===== src/rtl/frequency_divider_by3_pkg.sv =====
// Shared helpers for the odd/even clock divider.
// Derives the high-phase length from the division ratio.
package frequency_divider_by3_pkg;

  // Number of posedge-timed high cycles per output period.
  // For odd ratios the extra half cycle comes from the
  // negedge copy of the phase.
  function automatic int half_of(input int div);
    if (div % 2 == 1)
      return (div - 1) / 2;
    return div / 2;
  endfunction

  function automatic bit is_odd(input int div);
    return (div % 2) == 1;
  endfunction

endpackage


===== src/rtl/frequency_divider_by3_mod_n_counter.sv =====
// Modulus-DIV up counter with synchronous active-high reset.
// Ports: clk, rst in; cnt_next out (value loaded at next posedge).
module mod_n_counter #(
  parameter int DIV = 3,
  parameter int CW  = $clog2(DIV)
) (
  input  logic          clk,
  input  logic          rst,
  output logic [CW-1:0] cnt_next
);

  localparam logic [CW-1:0] LAST = CW'(DIV - 1);

  logic [CW-1:0] cnt_q;

  // Wrap straight from DIV-1 to 0; no idle state.
  always_comb begin
    cnt_next = cnt_q + 1'b1;
    if (cnt_q == LAST)
      cnt_next = '0;
  end

  always_ff @(posedge clk) begin
    if (rst)
      cnt_q <= '0;
    else
      cnt_q <= cnt_next;
  end

endmodule


===== src/rtl/frequency_divider_by3.sv =====
// Divides clk by DIV with a 50% duty output clock.
// Ports: clk, rst (sync, active-high) in; out_clk out.
module frequency_divider_by3
  import frequency_divider_by3_pkg::*;
#(
  parameter int DIV = 3
) (
  input  logic clk,
  input  logic rst,
  output logic out_clk
);

  localparam int CW = $clog2(DIV);
  localparam bit ODD = is_odd(DIV);
  localparam logic [CW-1:0] HALF =
    CW'(half_of(DIV));

  logic [CW-1:0] cnt_next;
  logic          p_q;
  logic          n_q;

  mod_n_counter #(
    .DIV (DIV),
    .CW  (CW)
  ) u_cnt (
    .clk      (clk),
    .rst      (rst),
    .cnt_next (cnt_next)
  );

  // Posedge phase: high for the first HALF counts.
  always_ff @(posedge clk) begin
    if (rst)
      p_q <= 1'b0;
    else
      p_q <= (cnt_next < HALF);
  end

  // Half-cycle-late copy stretches the high phase
  // by T/2 for odd ratios; unused for even ratios.
  always_ff @(negedge clk) begin
    if (rst)
      n_q <= 1'b0;
    else
      n_q <= ODD ? p_q : 1'b0;
  end

  // Both inputs are flops; the OR is glitch-free since
  // p_q falls only while n_q holds the output high.
  assign out_clk = p_q | n_q;

endmodule


===== config.mk =====
export PLATFORM = sky130hd
export DESIGN_NAME = frequency_divider_by3
export DESIGN_NICKNAME = d
export VERILOG_FILES = /design/src/rtl/frequency_divider_by3_pkg.sv /design/src/rtl/frequency_divider_by3_mod_n_counter.sv /design/src/rtl/frequency_divider_by3.sv
export SDC_FILE = /design/constraint.sdc
export NUM_CORES = 1
export LEC_CHECK = 0
export ABC_AREA = 1
export CAP_MARGIN = 10
export CORE_AREA = 2 2 39 41
export DETAILED_ROUTE_END_ITERATION = 10
export DIE_AREA = 0 0 41 43
export MAX_ROUTING_LAYER = met4
export PLACE_DENSITY = 0.3
export SETUP_SLACK_MARGIN = 0.15
export SLEW_MARGIN = 20
export SYNTH_ARGS = -nofsm -noshare
export SYNTH_HDL_FRONTEND = slang
export SYNTH_SLANG_ARGS = --single-unit

===== constraint.sdc =====
create_clock -name clk -period 1.1 [get_ports clk]
set_clock_uncertainty 0.1 [all_clocks]
set_input_delay 0.11 -clock clk [delete_from_list [all_inputs] [get_ports clk]]
set_output_delay 0.11 -clock clk [all_outputs]
set_load 0.02 [all_outputs]

-- Word level (Yosys, flattened, before mapping)
Index checks and enable logic that the tools add are counted.
- output and inout port bits: 1
- bits of input ports: 2
- bits in registers: 4
- bitwise logic cells: 1
- eq/ne operators: 1
- add/sub/neg operators: 1
- $lt $le $gt $ge: 1
- muxes and demuxes: 1
- operators by type and width (cell ; number):
    adder 2 x 1 -> 2 bit, second input constant ; 1
    equality test 2 bit, second input constant ; 1
    less-than comparator 2 x 1 -> 1 bit, second input constant ; 1
    two-way mux 2 bit ; 1
    OR 1 bit ; 1

-- Depth between registers and ports, before layout
- depth in word-level cells: 3
- mapped depth: 3

-- Modules after synthesis
From an unflattened synthesis, not the netlist that was laid out.
- cells, all modules: 20
- area total of the unflattened synthesis: 142.6 sq um
- by module, submodules not included (module ; area each (sq um) ; cells each ; instances):
    frequency_divider_by3 ; 72.6 ; 10 ; 1
    mod_n_counter ; 70.1 ; 10 ; 1

==> impl_metrics.tcl <==
set metrics [dict create \
    max_cap_violations 0 \
    r2r-start "p_q" \
    ys_seq_elements 4 \
    final_common_cell "nor2_1" \
    area.growth.synth_to_final_pct 62.63 \
    p_per_area_mw_per_mm2 1974 \
    crit_fanout 1 \
    seq_area_um2 81.33 \
    r2r-end "n_q" \
    drt_iter0_markers 5 \
    outcome "complete, but fails checks" \
    startpoint_type "flip-flop" \
    crit_chain "or2_4, buf_6" \
    r2r_slack_ns 0.02 \
    rows 14 \
    cts_sinks 4 \
    critical-path-top-delay-family "flip-flops" \
    die_h_um 43 \
    final_cell_mix "nor2_1 (4), inv_1 (3), clkbuf_4 (3), dfxtp_1 (3), nand2_1 (2)" \
    core-area_mm2 0.001384 \
    fillers 150 \
    n_antenna_cell 0 \
    htreeDepth 1 \
    via_per_inst 2.500 \
    endpoint_kind "output port" \
    worstHoldEndpoint "p_q" \
    setup_viol 1 \
    nNetsFinal 25 \
    cts_buffer_depth 2 \
    antenna_found_initial 0 \
    slew_headroom_pct 94.35 \
    cts_made_buffers 3 \
    synthDistinctLibCells 5 \
    cts-root-buf "clkbuf_4" \
    initial_core_util_pct 8.951 \
    io_buffers 2 \
    synth.area.top_cells "dfxtp_1 (65%), inv_1 (12%), nor2_1 (12%)" \
    io_pins 3 \
    drc 0 \
    clkLatencyLatePin_ns 0.24 \
    vias 95 \
    drt-pass1-iter-count 2 \
    syn-instance-count 15 \
    track_usage_pct 4.737 \
    critPathKind "flip-flop to output port" \
    reg2reg_depth 2 \
    hold_depth 3 \
    synth-seq-area-share_pct 64.65 \
    violations "negative setup slack" \
    timing.hold.ws_ns 0.1920 \
    cts_resized 8 \
    yosysTopAreaCellShare_pct 64.65 \
    syn_area_um2 123.9 \
    drive_gt1_share_pct 36.36 \
    place.gp.congestion 0.5050 \
    ys_warn_count 0 \
    wl_per_cell_um 4.974 \
    setup_ws_ns -0.5837 \
    grt_pass1_wl_um 400 \
    fp.dieW_um 41 \
    cts_tree "done" \
    hold_buffers 0 \
    hold_viol_final 0 \
    dieArea_mm2 0.001763 \
    detail-route-antenna-nets 0 \
    slew_violations 0 \
    drt-total-wl_um 189 \
    synth.largest_area_cell "dfxtp_1" \
    gr-total-overflow 0 \
    hold_path_class "input port to flip-flop" \
    postCtsSetupRepairBufs 0 \
    vdd.ir_drop.worst_mv 0.8836 \
    crit_buf_inv 1 \
    arrival_ns 1.47 \
    rsz0062_at_grt "true" \
    leakage_nw 0.09723 \
    cp.required_ns 0.89 \
    clkTransAtPathRegs_ns 0.04 \
    cp_slowest_cell "dfxtp_1" \
    critPathMaxStageDelay_ns 0.29 \
    synth.avg_cell_area_um2 8.258 \
    hold_start "rst" \
    grt_pass1_vias 106 \
    syn-num-nets 17 \
    p_total_mw 0.3977 \
    multi_input_area_um2 31.28 \
    tightest_slew_ns 0.08480 \
    grt_max_degree 4 \
]
[layout make-up]
type	instances	area share, %
inverter	3	5.590
clock inverter	1	1.863
tap	16	9.938
multi-input combinational	7	15.53
clock buffer	4	13.04
timing repair buffer	3	13.66
sequential	4	40.37
[metal layers]
layer  part of all wire (%)  global-route usage (%)  vias to the layer above  wire (µm)
li1                       -                       -                       55          -
met1                     46                   3.548                       31         87
met2                     23                   3.438                        7         44
met3                     27                   9.424                        2         51
met4                    2.6                   4.000                        0          5
met5                      0                       -                        -          0
[synthesized netlist by cell type]
master / instances
dfxtp_1: 4
inv_1: 4
nor2_1: 4
nand2_1: 2
or2_1: 1
[worst max-delay path by stage]
stage | from | to | slack, ns | depth (start not counted)
final | n_q | out_clk | -0.58 | 2
after global routing | n_q | out_clk | -0.63 | 2
after CTS | n_q | out_clk | -0.59 | 2
after detailed placement | n_q | out_clk | -0.68 | 2
after global placement | n_q | out_clk | -0.67 | 2
after floorplan | n_q | out_clk | -0.18 | 1
[through the flow]
step	setup WS, ns	std cells	cell area, µm²	utilization (%)	TNS (ns)
4_1_cts	-0.5933	38	201.4	14.56	-0.5933
3_5_place_dp	-0.6790	34	173.9	12.57	-0.9825
6_report	-0.5837	38	201.4	14.56	-0.5837
5_1_grt	-0.6341	38	201.4	14.56	-0.6447
2_1_floorplan	-0.1821	15	126.4	-	-0.1934
3_3_place_gp	-0.6748	34	173.9	12.57	-0.9786
[power by group]
group	internal (mW)	total [mW]	switching, mW
clock	0.141	0.214	0.0725
sequential	0.154	0.157	0.00301
combinational	0.0143	0.0262	0.0119
total	0.310	0.398	0.0874
[kinds of logic after synthesis]
kind of cell  count (synthesis)  synth area share [%]
buf+inv                       4                 12.12
simple gates                  7                 23.23
flops                         4                 64.65
[tightest hold or removal path, cell delays in order]
cell and delay, ns:
dlygate4sd2_1 0.22, buf_4 0.12, nor2_1 0.04
[sequential cells by signal, summed over array words and instances, names as in the netlist]
| signal | flops |
|---|---|
| n_q | 1 |
| p_q | 1 |
| u_cnt.cnt_q | 2 |
Power figures use the tool's default switching activity.
